<file path="src/rtl/fetch_sequencer_if.sv">
// Fetch sequencer bus bundle: Program_Rom drive/return signals plus the decode handshake.
// master = fetch_sequencer, slave = ROM/decode side.
interface fetch_sequencer_if #(
  parameter int ADDR_W = 14
);
  logic [ADDR_W-1:0] Rom_addr_in;
  logic              pc_1;
  logic              sel_mem_1;
  logic [1:0]        sel_mem_0;
  logic [15:0]       IR_0;
  logic [15:0]       IR_1;
  logic [15:0]       inst0;
  logic [15:0]       inst1;
  logic              inst0_valid;
  logic              inst1_valid;
  logic [ADDR_W:0]   inst0_pc;
  logic [1:0]        dec_take;
  logic              branch_valid;
  logic [ADDR_W:0]   branch_target;
  logic              halt;
  logic              done;

  modport master (
    output Rom_addr_in, pc_1, sel_mem_1, sel_mem_0,
    output inst0, inst1, inst0_valid, inst1_valid, inst0_pc, done,
    input  IR_0, IR_1, dec_take, branch_valid, branch_target, halt
  );

  modport slave (
    input  Rom_addr_in, pc_1, sel_mem_1, sel_mem_0,
    input  inst0, inst1, inst0_valid, inst1_valid, inst0_pc, done,
    output IR_0, IR_1, dec_take, branch_valid, branch_target, halt
  );
endinterface

</file>
<file path="src/rtl/fetch_sequencer.sv">
// Dual-bank Program_Rom fetch controller: holds the halfword PC, steers the ROM banks so
// slot 0/1 present PC and PC+1, and handles take-count, redirect bubbles, halt and end.
//
// state      | meaning
// S_IDLE     | one cycle after reset before fetch starts
// S_RUN      | slots offered to decode, pc advances by dec_take
// S_REDIRECT | bubble after branch/halt exit, cnt counts down to 0
// S_HALTED   | fetch stopped by halt, waits for a branch
// S_END      | pc left the program, done=1, waits for a branch
module fetch_sequencer #(
  parameter int ADDR_W          = 14,
  parameter int RESET_PC        = 0,
  parameter int PROG_LEN        = 15,
  parameter int REDIRECT_CYCLES = 1
) (
  input logic             clk,
  input logic             rst,
  fetch_sequencer_if.master bus
);

  localparam int PC_W  = ADDR_W + 1;
  localparam int RC_M1 = (REDIRECT_CYCLES > 0) ? REDIRECT_CYCLES - 1 : 0;

  localparam logic [PC_W:0]   LEN_W    = PROG_LEN[PC_W:0];
  localparam logic [PC_W-1:0] PC_RST   = RESET_PC[PC_W-1:0];
  localparam logic [2:0]      CNT_LOAD = RC_M1[2:0];

  typedef enum logic [2:0] {
    S_IDLE,
    S_RUN,
    S_REDIRECT,
    S_HALTED,
    S_END
  } state_t;

  state_t          state, state_nxt;
  logic [PC_W-1:0] pc, pc_nxt;
  logic [2:0]      cnt, cnt_nxt;

  logic [PC_W:0]   pc_ext;
  logic [PC_W:0]   pc_plus1;
  logic [PC_W:0]   pc_sum;
  logic            in_run;
  logic            slot0_ok;
  logic            slot1_ok;
  logic [1:0]      valid_cnt;
  logic            take_ok;
  logic [1:0]      eff_take;
  logic            halt_ok;
  logic            branch_ok;

  // Compare one bit wider than the PC so an out-of-program PC never wraps back into range.
  assign pc_ext    = {1'b0, pc};
  assign pc_plus1  = pc_ext + {{PC_W{1'b0}}, 1'b1};
  assign in_run    = (state == S_RUN);
  assign slot0_ok  = in_run && (pc_ext < LEN_W);
  assign slot1_ok  = in_run && (pc_plus1 < LEN_W);
  assign valid_cnt = {1'b0, slot0_ok} + {1'b0, slot1_ok};
  assign take_ok   = (bus.dec_take <= valid_cnt);
  assign eff_take  = take_ok ? bus.dec_take : 2'd0;
  assign pc_sum    = pc_ext + {{(PC_W-1){1'b0}}, eff_take};
  assign halt_ok   = bus.halt && ((state == S_RUN) || (state == S_REDIRECT) || (state == S_END));
  assign branch_ok = bus.branch_valid && (state != S_IDLE);

  always_ff @(posedge clk or posedge rst) begin
    if (rst) begin
      state <= S_IDLE;
      pc    <= PC_RST;
      cnt   <= 3'd0;
    end else begin
      state <= state_nxt;
      pc    <= pc_nxt;
      cnt   <= cnt_nxt;
    end
  end

  always_comb begin
    state_nxt = state;
    pc_nxt    = pc;
    cnt_nxt   = cnt;
    if (state == S_IDLE) begin
      state_nxt = S_RUN;
    end else if (halt_ok) begin
      state_nxt = S_HALTED;
    end else if (branch_ok) begin
      pc_nxt = bus.branch_target;
      if (REDIRECT_CYCLES == 0) begin
        state_nxt = S_RUN;
      end else begin
        state_nxt = S_REDIRECT;
        cnt_nxt   = CNT_LOAD;
      end
    end else begin
      unique case (state)
        S_RUN: begin
          pc_nxt = pc_sum[PC_W-1:0];
          if (pc_sum >= LEN_W) state_nxt = S_END;
        end
        S_REDIRECT: begin
          if (cnt == 3'd0) state_nxt = S_RUN;
          else             cnt_nxt   = cnt - 3'd1;
        end
        default: begin
        end
      endcase
    end
  end

  // Bank 0 holds even halfwords; an odd pc reads slot 1 from the next bank-0 row.
  assign bus.Rom_addr_in = pc[PC_W-1:1];
  assign bus.pc_1        = pc[0];
  assign bus.sel_mem_0   = pc[0] ? 2'd2 : 2'd0;
  assign bus.sel_mem_1   = ~pc[0];

  assign bus.inst0       = bus.IR_0;
  assign bus.inst1       = bus.IR_1;
  assign bus.inst0_pc    = pc;
  assign bus.inst0_valid = slot0_ok;
  assign bus.inst1_valid = slot1_ok;
  assign bus.done        = (state == S_END);

  // Decode may never consume more instructions than were offered.
  a_take_legal: assert property (@(posedge clk) disable iff (rst)
    (in_run && !bus.halt && !bus.branch_valid) |-> take_ok);

endmodule

</file>
<file path="src/flat_wrapper.sv">
// flat-port wrapper written by rule: the top's interface ports become plain ports
module fetch_sequencer_flat 
#(
  parameter int ADDR_W          = 14,
  parameter int RESET_PC        = 0,
  parameter int PROG_LEN        = 15,
  parameter int REDIRECT_CYCLES = 1
)
  (clk, rst, bus_Rom_addr_in, bus_pc_1, bus_sel_mem_1, bus_sel_mem_0, bus_inst0, bus_inst1, bus_inst0_valid, bus_inst1_valid, bus_inst0_pc, bus_done, bus_IR_0, bus_IR_1, bus_dec_take, bus_branch_valid, bus_branch_target, bus_halt);
  fetch_sequencer_if #(.ADDR_W(ADDR_W)) bus_i ();
  input logic clk;
  input logic rst;
  output wire logic [$bits(bus_i.Rom_addr_in)-1:0] bus_Rom_addr_in;
  output wire logic [$bits(bus_i.pc_1)-1:0] bus_pc_1;
  output wire logic [$bits(bus_i.sel_mem_1)-1:0] bus_sel_mem_1;
  output wire logic [$bits(bus_i.sel_mem_0)-1:0] bus_sel_mem_0;
  output wire logic [$bits(bus_i.inst0)-1:0] bus_inst0;
  output wire logic [$bits(bus_i.inst1)-1:0] bus_inst1;
  output wire logic [$bits(bus_i.inst0_valid)-1:0] bus_inst0_valid;
  output wire logic [$bits(bus_i.inst1_valid)-1:0] bus_inst1_valid;
  output wire logic [$bits(bus_i.inst0_pc)-1:0] bus_inst0_pc;
  output wire logic [$bits(bus_i.done)-1:0] bus_done;
  input wire logic [$bits(bus_i.IR_0)-1:0] bus_IR_0;
  input wire logic [$bits(bus_i.IR_1)-1:0] bus_IR_1;
  input wire logic [$bits(bus_i.dec_take)-1:0] bus_dec_take;
  input wire logic [$bits(bus_i.branch_valid)-1:0] bus_branch_valid;
  input wire logic [$bits(bus_i.branch_target)-1:0] bus_branch_target;
  input wire logic [$bits(bus_i.halt)-1:0] bus_halt;
  assign bus_Rom_addr_in = bus_i.Rom_addr_in;
  assign bus_pc_1 = bus_i.pc_1;
  assign bus_sel_mem_1 = bus_i.sel_mem_1;
  assign bus_sel_mem_0 = bus_i.sel_mem_0;
  assign bus_inst0 = bus_i.inst0;
  assign bus_inst1 = bus_i.inst1;
  assign bus_inst0_valid = bus_i.inst0_valid;
  assign bus_inst1_valid = bus_i.inst1_valid;
  assign bus_inst0_pc = bus_i.inst0_pc;
  assign bus_done = bus_i.done;
  assign bus_i.IR_0 = bus_IR_0;
  assign bus_i.IR_1 = bus_IR_1;
  assign bus_i.dec_take = bus_dec_take;
  assign bus_i.branch_valid = bus_branch_valid;
  assign bus_i.branch_target = bus_branch_target;
  assign bus_i.halt = bus_halt;
  fetch_sequencer #(.ADDR_W(ADDR_W), .RESET_PC(RESET_PC), .PROG_LEN(PROG_LEN), .REDIRECT_CYCLES(REDIRECT_CYCLES)) u_core (.clk(clk), .rst(rst), .bus(bus_i));
endmodule
</file>
<file path="config.mk">
export PLATFORM = sky130hd
export DESIGN_NAME = fetch_sequencer_flat
export DESIGN_NICKNAME = d
export VERILOG_FILES = /design/src/rtl/fetch_sequencer_if.sv /design/src/rtl/fetch_sequencer.sv /design/src/flat_wrapper.sv
export SDC_FILE = /design/constraint.sdc
export NUM_CORES = 1
export LEC_CHECK = 0
export ABC_AREA = 1
export ABC_CLOCK_PERIOD_IN_PS = 4300
export CELL_PAD_IN_SITES_DETAIL_PLACEMENT = 1
export CELL_PAD_IN_SITES_GLOBAL_PLACEMENT = 1
export CORE_MARGIN = 1
export CORE_UTILIZATION = 26
export DETAILED_ROUTE_END_ITERATION = 16
export GPL_TIMING_DRIVEN = 0
export MAX_ROUTING_LAYER = met4
export PLACE_DENSITY = 0.85
export SYNTH_ARGS = -nofsm -noshare
export SYNTH_HDL_FRONTEND = slang
export SYNTH_SLANG_ARGS = --single-unit
</file>
<file path="constraint.sdc">
create_clock -name clk -period 4.3 [get_ports clk]
set_input_delay 1.075 -clock clk [delete_from_list [all_inputs] [get_ports clk]]
set_output_delay 1.075 -clock clk [all_outputs]
set_load 0.05 [all_outputs]
</file>
==> results.sh, run 1 <==
export IMPL_wl_per_cell_um=14.6
export IMPL_worstMarginPinSlew_ns=0.903
export IMPL_synth_most_common_cell="nand2_1"
export IMPL_start_util_pct=27.3
export IMPL_irDropWorstVdd_uv=184
export IMPL_required_ns=4.52
export IMPL_syn_area_per_cell_um2=6.57
export IMPL_fin_nets=524
export IMPL_vias=2686
export IMPL_hold_path_class="reg -> reg"
export IMPL_syn_nets=409
export IMPL_synth_edf_count=0
export IMPL_fmax_mhz=240
export IMPL_cts_num_sinks=21
export IMPL_finalWeightedCongestion=0.840
export IMPL_min_path_cells=2
export IMPL_whs_ns=0.571
export IMPL_power_density_nw_per_um2=750
export IMPL_worstHoldStart="u_core.cnt[1]"
export IMPL_finalSetupViolations=0
export IMPL_reg2reg_depth=32
export IMPL_max_slew_margin_pct=39.7
export IMPL_first_pass_iters=4
export IMPL_cts_root_buffer="clkbuf_8"
export IMPL_slowest_delay_ns=0.43
export IMPL_ios=121
export IMPL_final_antenna_net_count=0
export IMPL_path_clk_slew_ns=0.09
export IMPL_cts_hold_buf=0
export IMPL_dp_hpwl_um=6250
export IMPL_fp_row_count=33
export IMPL_rr_endpoint="u_core.state[2]"
export IMPL_clockBufferDepth=2
export IMPL_tns_ns=0
export IMPL_diodes=0
export IMPL_synthTopCellsByArea="dfrtp_1, buf_4, nand2_1"
export IMPL_die_w_um=95.8
export IMPL_yosys_area_top_type_share_pct=23.0
export IMPL_grt_pass1_wl_um=12100
export IMPL_multiInputGateArea_um2=1320
export IMPL_power_total_w=0.00272
export IMPL_leakagePower_nw=1.65
export IMPL_crit_type="reg -> reg"
export IMPL_crit_fanout=6
export IMPL_rsz0062_at_grt="true"
export IMPL_via_per_inst=4.74
export IMPL_syn_area_um2=2290
export IMPL_yosysWarningCount=0
export IMPL_post_route_min_period_ns=4.18
export IMPL_seq_area_frac_synth_pct=23.0
export IMPL_syn2layout_area_growth_pct=58.6
export IMPL_drc=0
export IMPL_cts_max_level=1
export IMPL_dieArea_um2=9170
export IMPL_syn_inst=348
export IMPL_wirelength_um=8260
export IMPL_cp_slowest_cell="dfrtp_1"
export IMPL_drv_slew=0
export IMPL_grt_antenna_before_repair=0
export IMPL_synthTopCellsByCount="nand2_1, buf_4, inv_1, nor2_1, dfrtp_1"
export IMPL_grtUsageTotal_pct=17.6
export IMPL_die_h_um=95.8
export IMPL_worstSkewPairLatency_ns=0.28
export IMPL_grt_pass1_vias=2599
export IMPL_finalCritPeriodShare_pct=97.1
export IMPL_drive_above_1_share_pct=30.1
export IMPL_overflow=0
export IMPL_nFillCells=1098
export IMPL_fin_util_pct=43.3
export IMPL_grt_max_degree=22
export IMPL_outcome="finished, final reports clean"
export IMPL_timing_rr_start="u_core.state[2]"
export IMPL_seq_area_um2=542
export IMPL_hold_end="u_core.cnt[1]"
export IMPL_port_buffers=87
export IMPL_r2r_slack_ns=0.12
export IMPL_crit_path_end_kind="register"
export IMPL_async_reset_ff_share_pct=100
export IMPL_cts_buffers=3
export IMPL_drtIter0Drc=85
export IMPL_clock_skew_ns=0.00868
export IMPL_synth_ff_type="dfrtp_1"
export IMPL_timing_max_cap_violations=0
export IMPL_path_common_cell="nand2_1"
export IMPL_cp_start_kind="register"
export IMPL_arrival_ns=4.40
export IMPL_synth_top_area_cell="dfrtp_1"
export IMPL_synth_seq_cells=21
export IMPL_cts_tree="yes"
export IMPL_hold_violations=0
export IMPL_core_area_um2=8380
export IMPL_ys_types=31
==> per-stage QoR <==
step | worst slack, ns | instances | instance area (um^2)
after global placement | 0.0217 | 540 | 3320
after floorplan | 0.0179 | 348 | 2320
after detailed placement | -0.108 | 540 | 3320
final | 0.125 | 567 | 3630
after global routing | -0.128 | 567 | 3630
after CTS | 0.00120 | 550 | 3430
==> how the worst max path moves through the flow <==
stage	from	cells past startpoint	end	slack (ns)
3_3_place_gp	u_core.bus.inst0_pc[2]	33	u_core.state[1]	0.02
5_1_grt	u_core.bus.inst0_pc[3]	33	u_core.state[0]	-0.13
4_1_cts	u_core.bus.inst0_pc[5]	33	u_core.state[2]	0.001
3_5_place_dp	u_core.bus.inst0_pc[2]	33	u_core.state[2]	-0.11
6_report	u_core.state[2]	32	u_core.state[2]	0.12
2_1_floorplan	u_core.bus.inst0_pc[9]	32	u_core.state[0]	0.02
==> cell type report <==
| class | count | area share [%] |
|---|---|---|
| plain buffers | 53 | 10.7 |
| clock buffers | 3 | 1.14 |
| clock inverters | 1 | 0.207 |
| inverters | 42 | 4.35 |
| multi-input cells | 232 | 36.3 |
| flip-flops and latches | 21 | 14.9 |
| well taps | 105 | 3.62 |
| repair buffers | 110 | 28.8 |
==> sequential cells by signal (all words and copies together) (netlist names) <==
register             count
u_core.cnt               3
u_core.state             3
u_core.bus.inst0_pc     15
==> worst max-delay path, delay by kind of cell, from the launching register on <==
kind	cells	cell delay (ns)
DFF	1	0.43
and+or+nand+nor	22	2.02
buffers and inverters	3	0.17
AOI/OAI and AO/OA	3	0.44
adders and majority gates	4	1.07
==> routing by layer <==
layer	global-route usage [%]	routed length, um	vias to the layer above
met2	33.5	4360	98
met1	19.6	3330	1278
met4	5.22	209	0
li1	-	-	1292
met5	-	0	-
met3	1.11	362	18
==> cells by family (layout without fill, tap and decap cells) <==
logic type	count (synthesis)	after routing	share of synthesized area, %
XOR/XNOR	4	4	1.53
other	1	1	0.164
flip-flops	21	21	23.0
AO/OA/AOI/OAI	43	43	11.6
AND/OR/NAND/NOR	176	176	35.1
buffers and inverters	95	209	23.9
adder cells (fa/ha/maj)	8	8	4.71
==> cells in the final DEF (no fill, tap or decap) <==
cell	count
o21ai_0	17
dfrtp_2	13
clkbuf_1	2
ha_2	2
ha_4	1
nand2_1	78
clkdlybuf4s50_1	87
buf_2	1
nor2_1	32
nand4_1	7
and2_1	1
nor2_2	6
buf_4	73
inv_2	6
nor4_1	2
nor4_4	1
o211ai_1	8
a21oi_2	1
conb_1	1
inv_1	36
nand3_2	1
nand3_1	20
ha_1	4
a31oi_2	1
a21oi_4	1
a21boi_1	1
nand2_2	16
clkinvlp_4	1
nand2_4	2
o22ai_1	8
o31ai_1	2
xor2_1	4
nor2_4	9
o21ai_1	2
a21oi_1	2
nor3_1	1
fa_2	1
clkbuf_8	3
dfrtp_1	8
==> timing repair <==
| item | in CTS | in global routing |
|---|---|---|
| buffers inserted | 6 | 17 |
| resized for setup | 5 | 26 |
| pin swaps | 1 | 17 |
| setup endpoints to repair | 3 | 8 |
| hold endpoints to repair | 0 | 0 |
==> power breakdown <==
group          internal (W)  total, W  leakage, nW  switching (W)
logic              0.000772   0.00212         1.39        0.00135
registers          0.000308  0.000457        0.246       0.000149
clock network     0.0000658  0.000142       0.0217      0.0000767
total               0.00115   0.00272         1.65        0.00157
Power figures use the tool's default switching activity.
==> run 2: changes to the inputs <==
--- a/config.mk
+++ b/config.mk
@@ -7,14 +7,12 @@
 export LEC_CHECK = 0
 export ABC_AREA = 1
 export ABC_CLOCK_PERIOD_IN_PS = 4300
-export CELL_PAD_IN_SITES_DETAIL_PLACEMENT = 1
-export CELL_PAD_IN_SITES_GLOBAL_PLACEMENT = 1
 export CORE_MARGIN = 1
-export CORE_UTILIZATION = 26
+export CORE_UTILIZATION = 40
 export DETAILED_ROUTE_END_ITERATION = 16
 export GPL_TIMING_DRIVEN = 0
 export MAX_ROUTING_LAYER = met4
-export PLACE_DENSITY = 0.85
+export PLACE_DENSITY = 0.86
 export SYNTH_ARGS = -nofsm -noshare
 export SYNTH_HDL_FRONTEND = slang
 export SYNTH_SLANG_ARGS = --single-unit
==> results.sh, run 2 (synthesis gave the netlist of run 1 again) <==
export IMPL_hold_violations=0
export IMPL_fmax_mhz=248
export IMPL_postPlaceCellArea_um2=3280
export IMPL_cts_buffers=3
export IMPL_fp_row_count=27
export IMPL_cts_tree="yes"
export IMPL_final_antenna_net_count=0
export IMPL_rr_endpoint="u_core.state[1]"
export IMPL_combPwrFrac_pct=77.0
export IMPL_cp_top_family="simple AND/OR/NAND/NOR gates"
export IMPL_net_switching_power_w=0.00151
export IMPL_timing_rr_start="u_core.bus.inst0_pc[6]"
export IMPL_critPathBufInv=4
export IMPL_cts_num_sinks=21
export IMPL_slowest_delay_ns=0.58
export IMPL_nFillCells=485
export IMPL_crit_path_end_kind="register"
export IMPL_whs_ns=0.543
export IMPL_via_per_inst=5.01
export IMPL_finalCritPeriodShare_pct=93.6
export IMPL_crit_fanout=8
export IMPL_drv_slew=0
export IMPL_grtUsageTotal_pct=21.7
export IMPL_worstMarginPinSlew_ns=0.875
export IMPL_endpoint="u_core.state[1]"
export IMPL_r2r_slack_ns=0.28
export IMPL_fin_area_um2=3520
export IMPL_timing_max_cap_violations=0
export IMPL_dp_hpwl_um=5080
export IMPL_clockBufferDepth=2
export IMPL_start_util_pct=41.5
export IMPL_worstSkewPairLatency_ns=0.26
export IMPL_reg2reg_depth=31
export IMPL_hold_path_class="reg -> reg"
export IMPL_post_route_min_period_ns=4.02
export IMPL_final_cell_mix="nand2_1, clkdlybuf4s50_1, buf_4"
export IMPL_path_common_cell="nand2_1"
export IMPL_diodes=0
export IMPL_pwr_share_clk_pct=5.2
export IMPL_die_h_um=77.6
export IMPL_seqPwrFrac_pct=17.8
export IMPL_vias=2646
export IMPL_tns_ns=0
export IMPL_path_clk_slew_ns=0.08
export IMPL_irDropWorstVdd_uv=374
export IMPL_cts_max_level=1
export IMPL_clock_skew_ns=0.00239
export IMPL_die_w_um=77.6
export IMPL_grt_max_degree=22
export IMPL_min_path_cells=2
export IMPL_fin_util_pct=64.0
export IMPL_finalWeightedCongestion=0.924
export IMPL_first_pass_iters=5
export IMPL_core_area_um2=5510
export IMPL_switching_share_pct=57.5
export IMPL_wl_per_cell_um=12.9
export IMPL_leakagePower_nw=1.64
export IMPL_syn2layout_area_growth_pct=54.1
export IMPL_grt_pass1_wl_um=10300
export IMPL_drc=0
export IMPL_cp_start_kind="register"
export IMPL_cp_slowest_cell="fa_2"
export IMPL_largest_reg_flops=15
export IMPL_drtIter0Drc=218
export IMPL_grt_antenna_before_repair=0
export IMPL_cp_num_cells=31
export IMPL_port_buffers=87
export IMPL_required_ns=4.46
export IMPL_drive_above_1_share_pct=26.5
export IMPL_wirelength_um=6810
export IMPL_overflow=0
export IMPL_finalSetupViolations=0
export IMPL_grt_pass1_vias=2307
export IMPL_arrival_ns=4.19
export IMPL_fin_nets=518
export IMPL_ios=121
export IMPL_startpoint="u_core.bus.inst0_pc[6]"
export IMPL_power_density_nw_per_um2=746
export IMPL_p_int_w=0.00112
export IMPL_cts_root_buffer="clkbuf_8"
export IMPL_outcome="finished, final reports clean"
export IMPL_dieArea_um2=6020
export IMPL_crit_type="reg -> reg"
export IMPL_max_slew_margin_pct=41.6
==> run 2: how the worst min path moves through the flow <==
stage | from | end
finish | u_core.cnt[2] | u_core.cnt[2]
global route | u_core.cnt[2] | u_core.cnt[2]
CTS | u_core.cnt[2] | u_core.cnt[2]
detailed placement | u_core.cnt[2] | u_core.cnt[2]
global placement | u_core.state[2] | u_core.state[2]
floorplan | u_core.state[2] | u_core.state[2]
==> run 2: tightest hold or removal path, delay by kind of cell (launching register included) <==
family,cells,cell delay [ns]
DFF,1,0.33
AOI/OAI and AO/OA,1,0.12
buffers and inverters,1,0.05
==> run 2: area by class of cell <==
class	count	area (um^2)	area share (%)
well taps	72	90.1	2.56
inverters	42	158	4.47
plain buffers	53	388	11.0
clock buffers	4	45.0	1.28
repair buffers	104	998	28.3
multi-input cells	232	1300	37.0
flip-flops and latches	21	541	15.3
==> run 2: timing repair <==
| action | in CTS | in global routing |
|---|---|---|
| hold buffers | 0 | 0 |
| endpoints found under the setup margin | 0 | 8 |
| setup buffers | 0 | 17 |
| resized for setup | 0 | 22 |
==> run 2: power groups by stage <==
stage                     Combinational (W)  Clock [W]  Sequential, W
after floorplan                     0.00110          0       0.000684
after global placement              0.00180          0       0.000493
after detailed placement            0.00183          0       0.000493
after CTS                           0.00184   0.000140       0.000489
after global routing                0.00215   0.000146       0.000481
final                               0.00202   0.000137       0.000468
==> run 2: per-layer routing <==
metal,global-route usage [%],part of all wire (%),vias up
li1,-,-,1289
met1,26.7,40,1200
met2,37.7,51,142
met3,1.76,7.5,15
met4,6.60,2.1,0
met5,-,0,-
==> run 2: through the flow <==
| stage | setup WS [ns] | power, W | std cells |
|---|---|---|---|
| detailed placement | 0.0699 | 0.00233 | 507 |
| floorplan | 0.0179 | 0.00179 | 348 |
| global placement | 0.122 | 0.00229 | 507 |
| global route | -0.0564 | 0.00278 | 528 |
| CTS | 0.0235 | 0.00247 | 511 |
| finish | 0.275 | 0.00263 | 528 |
